--- config.mk ---
export PLATFORM = sky130hd
export DESIGN_NAME = seq_shift_reg_flat
export DESIGN_NICKNAME = d
export VERILOG_FILES = /design/src/rtl/seq_shift_reg_pkg.sv /design/src/rtl/seq_shift_reg_if.sv /design/src/rtl/seq_shift_reg_step.sv /design/src/rtl/seq_shift_reg.sv /design/src/flat_wrapper.sv
export SDC_FILE = /design/constraint.sdc
export NUM_CORES = 1
export LEC_CHECK = 0
export CORE_UTILIZATION = 48
export CTS_CLUSTER_SIZE = 10
export DETAILED_ROUTE_END_ITERATION = 10
export HOLD_SLACK_MARGIN = 0.12
export MAX_ROUTING_LAYER = met4
export PLACE_DENSITY = 0.79
export SETUP_SLACK_MARGIN = 0.2
export SLEW_MARGIN = 10
export SYNTH_ARGS = -nofsm -noshare
export SYNTH_HDL_FRONTEND = slang
export SYNTH_SLANG_ARGS = --single-unit
--- constraint.sdc ---
create_clock -name clk -period 1.73 [get_ports clk]
set_input_delay 0.2595 -clock clk [delete_from_list [all_inputs] [get_ports clk]]
set_output_delay 0.2595 -clock clk [all_outputs]
set_load 0.01 [all_outputs]
--- src/rtl/seq_shift_reg_pkg.sv ---
// Shared types for the sequential shift/rotate register: shift-mode encoding
// and the controller state set.
package shift_pkg;

  typedef enum logic [2:0] {
    OP_SHL  = 3'd0,
    OP_SHR  = 3'd1,
    OP_ROTL = 3'd2,
    OP_ROTR = 3'd3,
    OP_ASR  = 3'd4,
    OP_LSL  = 3'd5,
    OP_LSR  = 3'd6,
    OP_HOLD = 3'd7
  } op_e;

  typedef enum logic [1:0] {
    IDLE  = 2'd0,
    SHIFT = 2'd1,
    DONE  = 2'd2
  } state_e;

endpackage

--- src/rtl/seq_shift_reg_if.sv ---
// Request/result bundle between a caller and seq_shift_reg.
interface seq_shift_reg_if #(
  parameter int WIDTH = 8,
  parameter int CNT_W = $clog2(WIDTH + 1)
);
  logic             start;
  logic [2:0]       op;
  logic [WIDTH-1:0] din;
  logic [CNT_W-1:0] amount;
  logic             sin;
  logic [WIDTH-1:0] dout;
  logic             sout;
  logic             busy;
  logic             done;

  modport master (
    output start, op, din, amount, sin,
    input  dout, sout, busy, done
  );

  modport slave (
    input  start, op, din, amount, sin,
    output dout, sout, busy, done
  );
endinterface

--- src/rtl/seq_shift_reg_step.sv ---
// One single-bit step of every shift mode; purely combinational.
module shift_step
  import shift_pkg::*;
#(
  parameter int WIDTH = 8
) (
  input  logic [WIDTH-1:0] data_i,
  input  op_e              op_i,
  input  logic             sin_i,
  output logic [WIDTH-1:0] data_o,
  output logic             out_bit_o
);

  // Select next data and the bit leaving the register for the requested mode
  always_comb begin
    data_o    = data_i;
    out_bit_o = 1'b0;
    case (op_i)
      OP_SHL: begin
        data_o    = {data_i[WIDTH-2:0], sin_i};
        out_bit_o = data_i[WIDTH-1];
      end
      OP_SHR: begin
        data_o    = {sin_i, data_i[WIDTH-1:1]};
        out_bit_o = data_i[0];
      end
      OP_ROTL: begin
        data_o    = {data_i[WIDTH-2:0], data_i[WIDTH-1]};
        out_bit_o = data_i[WIDTH-1];
      end
      OP_ROTR: begin
        data_o    = {data_i[0], data_i[WIDTH-1:1]};
        out_bit_o = data_i[0];
      end
      OP_ASR: begin
        data_o    = {data_i[WIDTH-1], data_i[WIDTH-1:1]};
        out_bit_o = data_i[0];
      end
      OP_LSL: begin
        data_o    = {data_i[WIDTH-2:0], 1'b0};
        out_bit_o = data_i[WIDTH-1];
      end
      OP_LSR: begin
        data_o    = {1'b0, data_i[WIDTH-1:1]};
        out_bit_o = data_i[0];
      end
      default: begin
        data_o    = data_i;
        out_bit_o = 1'b0;
      end
    endcase
  end

endmodule

--- src/rtl/seq_shift_reg.sv ---
// Multi-position shift/rotate register stepping one bit per clock, driven by a
// start/busy/done handshake. busy and done are registered state decodes.
module seq_shift_reg
  import shift_pkg::*;
#(
  parameter int WIDTH = 8,
  parameter int CNT_W = $clog2(WIDTH + 1)
) (
  input logic          clk,
  input logic          rst_n,
  seq_shift_reg_if.slave bus
);

  state_e           state_q, state_d;
  logic [CNT_W-1:0] cnt_q, cnt_d;
  op_e              op_q, op_d;
  logic [WIDTH-1:0] data_q, data_d;
  logic             sout_q, sout_d;
  logic             busy_q, done_q;

  logic [WIDTH-1:0] step_data;
  logic             step_bit;

  shift_step #(
    .WIDTH (WIDTH)
  ) u_step (
    .data_i    (data_q),
    .op_i      (op_q),
    .sin_i     (bus.sin),
    .data_o    (step_data),
    .out_bit_o (step_bit)
  );

  // Next-state, load and step logic; DONE accepts start just like IDLE
  always_comb begin
    state_d = state_q;
    cnt_d   = cnt_q;
    op_d    = op_q;
    data_d  = data_q;
    sout_d  = sout_q;
    case (state_q)
      IDLE, DONE: begin
        state_d = IDLE;
        if (bus.start) begin
          data_d  = bus.din;
          cnt_d   = bus.amount;
          op_d    = op_e'(bus.op);
          state_d = (bus.amount != '0) ? SHIFT : DONE;
        end
      end
      SHIFT: begin
        data_d = step_data;
        if (op_q != OP_HOLD) begin
          sout_d = step_bit;
        end
        cnt_d = cnt_q - CNT_W'(1);
        if (cnt_q == CNT_W'(1)) begin
          state_d = DONE;
        end
      end
      default: begin
        state_d = IDLE;
      end
    endcase
  end

  // State, datapath and registered status outputs
  always_ff @(posedge clk or negedge rst_n) begin
    if (!rst_n) begin
      state_q <= IDLE;
      cnt_q   <= '0;
      op_q    <= OP_SHL;
      data_q  <= '0;
      sout_q  <= 1'b0;
      busy_q  <= 1'b0;
      done_q  <= 1'b0;
    end else begin
      state_q <= state_d;
      cnt_q   <= cnt_d;
      op_q    <= op_d;
      data_q  <= data_d;
      sout_q  <= sout_d;
      busy_q  <= (state_d != IDLE);
      done_q  <= (state_d == DONE);
    end
  end

  assign bus.dout = data_q;
  assign bus.sout = sout_q;
  assign bus.busy = busy_q;
  assign bus.done = done_q;

endmodule

--- src/flat_wrapper.sv ---
// flat-port wrapper written by rule: the top's interface ports become plain ports
module seq_shift_reg_flat import shift_pkg::*;
#(
  parameter int WIDTH = 8,
  parameter int CNT_W = $clog2(WIDTH + 1)
)
  (clk, rst_n, bus_start, bus_op, bus_din, bus_amount, bus_sin, bus_dout, bus_sout, bus_busy, bus_done);
  seq_shift_reg_if #(.WIDTH(WIDTH), .CNT_W(CNT_W)) bus_i ();
  input logic clk;
  input logic rst_n;
  input wire logic [$bits(bus_i.start)-1:0] bus_start;
  input wire logic [$bits(bus_i.op)-1:0] bus_op;
  input wire logic [$bits(bus_i.din)-1:0] bus_din;
  input wire logic [$bits(bus_i.amount)-1:0] bus_amount;
  input wire logic [$bits(bus_i.sin)-1:0] bus_sin;
  output wire logic [$bits(bus_i.dout)-1:0] bus_dout;
  output wire logic [$bits(bus_i.sout)-1:0] bus_sout;
  output wire logic [$bits(bus_i.busy)-1:0] bus_busy;
  output wire logic [$bits(bus_i.done)-1:0] bus_done;
  assign bus_i.start = bus_start;
  assign bus_i.op = bus_op;
  assign bus_i.din = bus_din;
  assign bus_i.amount = bus_amount;
  assign bus_i.sin = bus_sin;
  assign bus_dout = bus_i.dout;
  assign bus_sout = bus_i.sout;
  assign bus_busy = bus_i.busy;
  assign bus_done = bus_i.done;
  seq_shift_reg #(.WIDTH(WIDTH), .CNT_W(CNT_W)) u_core (.clk(clk), .rst_n(rst_n), .bus(bus_i));
endmodule
; ---- Word-level counts from Yosys, hierarchy flattened
; Index checks and enable logic that the tools add are counted.
[totals]
register_bits = 20
inputBits = 19
output_inout_bits = 11
elab_cells = 47
[op_classes]
n_addsub = 1
eq_ne = 15
muxes = 10
reduce_logical = 13
[ops]
columns = op, n
row1 = $pmux 8 s7, 1
row2 = $pmux 8 s2, 1
row3 = $eq 3x3->1 const B, 3
row4 = $mux 8, 1
row5 = $ne 8x8->1 const B, 1
row6 = $pmux 4 s2, 1
row7 = $ne 7x7->1 const B, 1
row8 = $eq 3x2->1 const B, 2
row9 = $mux 2, 3
row10 = $reduce_and 2->1, 3
row11 = $eq 2x2->1 const B, 2
row12 = $eq 4x1->1 const B, 1
row13 = $mux 4, 1
row14 = $ne 2x2->1 const B, 2
row15 = $pmux 2 s2, 1
row16 = $reduce_and 4->1, 1
row17 = $reduce_bool 2->1, 2
row18 = $reduce_bool 4->1, 1
row19 = $reduce_or 4->1, 1
row20 = $sub 4x1->4 const B, 1
row21 = $eq 3x1->1 const B, 1
row22 = $logic_not 3->1, 1
row23 = $ne 3x3->1 const B, 1
row24 = $reduce_and 3->1, 1
row25 = other kinds (5), 5

; ---- Depth between registers and ports, before layout
[depth]
word_depth = 5
ltp_mapped = 6
mapped_depth_nobuf = 5

; ---- Modules after synthesis
; From an unflattened synthesis, not the netlist that was laid out.
[unflattened]
cells_unflattened = 151
area_unflattened_um2 = 1307.5
[by_module_without_submodules]
columns = module, instances, cells_per_inst, area_per_inst_um2
row1 = seq_shift_reg, 1, 99, 914.6
row2 = shift_step, 1, 52, 392.9

; ---- Worst setup path after synthesis
; No wires, ideal clock.
[synth_timing]
path_kind = register to register
startpoint = register u_core.op_q[0]
endpoint = register u_core.data_q[0] (netlist: u_core.bus.dout[0])
t_arrival_ns = 1.231
required_ns = 1.604
setup_slack_ns = 0.373
stages_incl_launch_ff = 6
cell_sequence = dfrtp_1 buf_6 or3_1 a21oi_1 a211o_1 a22oi_2
[synth_via]
elab_chain_cells = 3
elab_cells_between_ends = 11
cone_classes = eq/ne (7) / mux (2) / reduce/logical (2)
[synth_rtl]
columns = item, line
row1 = start: declaration, seq_shift_reg.sv:16  ; op_e op_q, op_d;
row2 = start signal: assignment, seq_shift_reg.sv:80  ; op_q <= op_d;
row3 = "$eq 3x3->1, or another cell as far along", seq_shift_reg_step.sv:18  ; case (op_i)
row4 = $pmux 8 s7 / $ne 8x8->1 (equally long branches), --
row5 = $pmux 8 s2 / $reduce_and 3->1 (equally long branches), --
row6 = end signal: assignment, seq_shift_reg.sv:81  ; data_q <= data_d;
row7 = end: declaration, seq_shift_reg.sv:17  ; logic [WIDTH-1:0] data_q, data_d;
; Parallel ways exist; a longest one is shown, timed or not.
; A chain may end at the register's enable or synchronous reset.

; ---- Worst setup path after layout
[layout_timing]
startpoint = register u_core.data_q[7] (netlist: u_core.bus.dout[7])
endpoint = output bus_dout[7]
[layout_rtl]
columns = item, line
row1 = end: declaration, flat_wrapper.sv:16  ; output wire logic [$bits(bus_i.dout)-1:0] bus_dout;
; No word-level cell between the ends.

==> flow_metrics.env <==
export IMPL_ir_drop_uv=1740
export IMPL_crit_path_max_incr_delay_ns=0.54
export IMPL_cts_tree="built"
export IMPL_syn_nets=138
export IMPL_drtIter0Drc=29
export IMPL_netlist_area_mm2=0.00117
export IMPL_total_power_w=0.00353
export IMPL_coreArea_mm2=0.00225
export IMPL_worstSetupStartpointType="flip-flop"
export IMPL_end_kind="primary output"
export IMPL_grt_max_degree=21
export IMPL_cp_depth=1
export IMPL_power_density_mw_per_mm2=2110
export IMPL_yosys_area_top_type="dfrtp_1"
export IMPL_area_growth_pct=43.3
export IMPL_synth_distinct_cells=37
export IMPL_synth_warnings=0
export IMPL_root_buffer="clkbuf_4"
export IMPL_relSlewSlack_pct=66.8
export IMPL_fin_crit_ns=1.51
export IMPL_crit_slowest_cell="clkdlybuf4s50_1"
export IMPL_layout_drive_gt1_share_pct=21.5
export IMPL_hold_slack_ns=0.289
export IMPL_avgSynthCellArea_um2=9.99
export IMPL_maxSlewViolCount=0
export IMPL_cap_violations=0
export IMPL_die_y_um=51.3
export IMPL_gp_congestion=0.827
export IMPL_hold_class="input port to asynchronous set/reset pin"
export IMPL_worst_path_buf_inv=1
export IMPL_n_antenna_cell=0
export IMPL_hold_viol=0
export IMPL_dp_hpwl_mm=1.95
export IMPL_rows=17
export IMPL_initial_core_util_pct=51.8
export IMPL_num_fill_cells=174
export IMPL_dpl_cell_area_mm2=0.00150
export IMPL_antenna_left=0
export IMPL_die_w_um=51.3
export IMPL_vias=1055
export IMPL_drc=0
export IMPL_worstMarginPinSlew_ns=0.493
export IMPL_timing_fmax_mhz=662
export IMPL_leakagePower_nw=0.772
export IMPL_final_nets=185
export IMPL_grt_util_all_layers_pct=23.9
export IMPL_fin_tns_setup_ns=0
export IMPL_outcome="completed"
export IMPL_synth_async_sr_flop_share_pct=100
export IMPL_r2r_cells=6
export IMPL_rsz0062_at_grt="true"
export IMPL_antenna_found_initial=0
export IMPL_synth_most_common_cell="dfrtp_1"
export IMPL_synth_seq_cells=20
export IMPL_clk_pin_slew_ns=0.11
export IMPL_viasPerCell=5.52
export IMPL_ioPinCount=30
export IMPL_cpLargestDelayFamily="buffers and inverters"
export IMPL_ys_top_cells_by_area="dfrtp_1 43%, mux2i_1 6.9%, a211oi_1 3.9%"
export IMPL_crit_chain="clkdlybuf4s50_1"
export IMPL_routed_wl_mm=2.96
export IMPL_die_area_mm2=0.00264
export IMPL_wire_per_inst_um=15.5
export IMPL_ys_dominant_reg_cell="dfrtp_1"
export IMPL_numPortBuffers=29
export IMPL_synth_edf_count=0
export IMPL_post_route_period_util_pct=87.3
export IMPL_yosysSeqAreaShare_pct=42.8
export IMPL_cts_inserted_buffers=3
export IMPL_synthTopCellsByCount="20 x dfrtp_1, 12 x nand2_1, 9 x nor2_1"
export IMPL_synthCells=117
export IMPL_required_ns=1.47
export IMPL_clock_path_buffers=2
export IMPL_h_tree_depth=1
export IMPL_clock_latency_ns=0.30
export IMPL_grt_pass1_vias=986
export IMPL_synth_top_cell_area_share_pct=42.8
export IMPL_cp_max_fo=5
export IMPL_crit_type="flip-flop to primary output"
export IMPL_arrival_ns=1.25
export IMPL_cts_sinks=20
export IMPL_drt_pass1_iterations=4
export IMPL_final_cell_area_mm2=0.00167
export IMPL_grt_pass1_wl_mm=4.56
export IMPL_overflow=0
export IMPL_setup_viol=0
export IMPL_skew_ns=0.00487
export IMPL_final_util_pct=74.3
[kinds of logic after synthesis]
logic type	synth area share, %
AO/OA/AOI/OAI	23.4
buffers and inverters	6.32
adder cells (fa/ha/maj)	2.14
AND/OR/NAND/NOR	15.1
multiplexers	7.82
flip-flops	42.8
XOR/XNOR	2.36
[what timing repair did]
action,in CTS,in global routing
setup endpoints to repair,7,9
pin swaps,1,2
hold buffers,0,0
buffers inserted,6,7
resized for setup,2,6
gates cloned,0,0
[metrics by stage]
step / std cells / setup WS, ns
floorplan: 117 / 0.373
global placement: 174 / 0.201
detailed placement: 174 / 0.106
CTS: 184 / 0.180
global route: 191 / 0.170
finish: 191 / 0.219
[report_power, final]
part           switching [W]  internal (W)  leakage (nW)  total [W]
Combinational        0.00107       0.00128         0.513    0.00234
Clock               0.000140      0.000128        0.0210   0.000269
Sequential          0.000211      0.000706         0.238   0.000917
Total                0.00142       0.00211         0.772    0.00353
[final cells by class]
type	instances	area, um2	area share [%]
Multi-Input combinational cell	84	609	36.4
Sequential cell	20	503	30.0
Timing Repair Buffer	48	464	27.7
Clock buffer	4	36.3	2.17
Tap cell	28	35.0	2.09
Inverter	7	26.3	1.57
[layout by cell type, fill, tap and decap left out, drive strengths merged, types with 4 or more instances in the layout]
cell type / count
a21oi: 6
clkdlybuf4s50: 28
nor2: 9
a21o: 6
inv: 7
nand2b: 4
o21ai: 6
clkbuf: 4
dfrtp: 20
mux2i: 8
nand2: 12
a211oi: 6
buf: 19
[final timing paths]
| kind | slack [ns] | end | start |
|---|---|---|---|
| hold / removal | 0.29 | u_core.op_q[1] | rst_n |
| hold reg to reg | 0.53 | u_core.bus.sout | u_core.bus.sout |
| max in group asynchronous | 1.21 | u_core.bus.dout[7] | rst_n |
| setup / recovery | 0.22 | bus_dout[7] | u_core.bus.dout[7] |
| min in group clk | 0.50 | u_core.op_q[1] | bus_op[1] |
| setup reg to reg | 0.23 | u_core.bus.dout[1] | u_core.op_q[0] |
[registers in the layout (all words and copies together), names as in the netlist]
name and cells:
u_core.bus.busy 1, u_core.bus.done 1, u_core.bus.dout 8, u_core.bus.sout 1
u_core.cnt_q 4, u_core.op_q 3, u_core.state_q 2
[per-layer routing]
layer | vias up | wire length (um) | GRT usage (%)
li1 | 514 | - | -
met1 | 514 | 1380 | 32.9
met2 | 25 | 1460 | 37.3
met3 | 2 | 98 | 3.57
met4 | 0 | 20 | 5.41
met5 | - | 0 | -
Power figures use the tool's default switching activity.
==> patch: new RTL, same settings <==
Encoding of `state_e`: now one-hot (3 bits for 3 states).
--- a/src/rtl/seq_shift_reg_pkg.sv
+++ b/src/rtl/seq_shift_reg_pkg.sv
@@ -13,10 +13,10 @@
     OP_HOLD = 3'd7
   } op_e;
 
-  typedef enum logic [1:0] {
-    IDLE  = 2'd0,
-    SHIFT = 2'd1,
-    DONE  = 2'd2
+  typedef enum logic [2:0] {
+    IDLE  = 3'b001,
+    SHIFT = 3'b010,
+    DONE  = 3'b100
   } state_e;
 
 endpackage
Check against the original RTL: same outputs for any inputs over 10 cycles, from zero or initial values and one cycle with rst_n low; not proved beyond that.
==> patch against the original RTL <==
- setup slack improved by 17 ps
- combinational power fell by 26%
- synthesized cell count rose by 1.7%
- global-route usage rose by 1.9 points
- wire length rose by 1.3%
- synthesized area rose by 0.11%
- first-iteration DRC count rose by 48%
- design area fell by 1.3%
- sequential cell count rose by 1
- power fell by 17%
- register-to-register slack improved by 20 ps
- non-clock buffer count fell by 3
- die area rose by 0.12%
- critical endpoint is now bus_dout[0]
- largest power group unchanged
==> patch: results (changes against the original RTL) <==
status finished, final reports clean (unchanged); synth top area cells dfrtp_1 43%, mux2i_1 6.0%, a21o_1 4.5% (was dfrtp_1 43%, mux2i_1 6.9%, a211oi_1 3.9%); DRT Pass-1 Iters 4 (unchanged); gp weighted congestion 0.875 (was 0.827); Seq pwr share 32.6% (was 26.0%); area fraction in compound gates after synthesis 24.7% (was 23.4%); number of non-clock buffers in the layout 45 (was 48); first-pass GRT wire length 4860 µm (was 4560 µm); critical path arrival 1230 ps (was 1250 ps); Synth warnings 0 (unchanged); fillcell total 161 (was 174); vias in the first global route 1094 (was 986); critical path's largest stage delay 540 ps (about the same); largest net degree at the start of global routing 22 (was 21); P_int 1.73 mW (was 2.11 mW); Peak supply drop 0.00103 V (was 0.00174 V); syn_area_per_cell 9.83 µm² (was 9.99 µm²); Crit Reg-Reg Endpoint u_core.bus.dout[0] (was u_core.bus.dout[1]); DRT Wirelength 2990 µm (was 2960 µm); Placed Cells 178 (was 174); fraction of area in multi-input gates 37.1% (was 36.4%); Switching Fraction 41.1% (was 40.2%); Signal buf overhead 25.3% (was 27.7%); post-synthesis mux area share 5.99% (was 7.82%); CTS clk-pin slew, worst paths 130 ps (was 110 ps); Leak 0.796 nW (was 0.772 nW); Total GRT Usage 25.8% (was 23.9%); CP max FO 2 (was 5); HPWL after DPL 2060 µm (was 1950 µm); initial antenna violation count 0 (unchanged); area of the multi-input gates 613 µm² (was 609 µm²); clock network power share 8.1% (was 7.6%); Synth top cells by count 20 x dfrtp_1, 9 x nand3_1, 8 x nand2_1 (was 20 x dfrtp_1, 12 x nand2_1, 9 x nor2_1); Fin Hold WS 267 ps (was 289 ps); post-synthesis adder-cell area fraction 2.14% (about the same); clk sinks 21 (was 20); Critical path destination bus_dout[0] (was bus_dout[7]); Largest register FFs 8 (unchanged); ClkCell Share 1.67% (was 2.17%); placed cell area 1520 µm² (was 1500 µm²); Worst R2R Start u_core.state_q[0] (was u_core.op_q[0]); Slew Limit Headroom 69.0% (was 66.8%); Vias/cell 5.92 (was 5.52); crit path launch u_core.bus.dout[0] (was u_core.bus.dout[7]); Synth cell types 36 (was 37); CP max stage cell clkdlybuf4s50_1 (unchanged); synthesized net count 140 (was 138); FF-to-FF path depth 4 (was 6); Async SR Flop Fraction 100% (unchanged); initial detailed-routing violation count 43 (was 29); xor/xnor share of the synthesized area 2.78% (was 2.36%); clk_skew 14.0 ps (was 4.87 ps); Top delay family on crit path buffers and inverters (unchanged); setup slack, reg-to-reg 250 ps (was 230 ps); share of cells above drive strength 1 19.6% (was 21.5%); Multi-input comb cells 86 (was 84); register area share after synthesis 45.0% (was 42.8%); register area 532 µm² (was 503 µm²)
patch: cell count changes in the layout (fill, tap and decap cells not counted), moves of 3 or more:
cell,before,now
nor2_1,9,5
nand2_1,12,6
a22oi_1,1,7
nand3_1,2,9
o21ai_1,3,0
patch: what timing repair did:
item	4_1_cts	5_1_grt
pin swaps	0	1
endpoints found under the setup margin	8	13
setup buffers	7	2
resized for setup	1	10
patch: metal layers:
layer	wire (µm)	global-route usage [%]	vias up	share of wire, %
met1	1210	31.8	549	40
met4	80	11.3	0	2.7
met2	1530	41.8	47	51
met5	0	-	-	0
met3	170	3.87	9	5.7
li1	-	-	526	-
patch: through the flow:
| step | setup WS, ps | utilization [%] |
|---|---|---|
| floorplan | 243 | - |
| global route | 129 | 73.3 |
| global placement | 151 | 67.5 |
| CTS | 166 | 71.1 |
| detailed placement | 87.4 | 67.5 |
| finish | 236 | 73.3 |
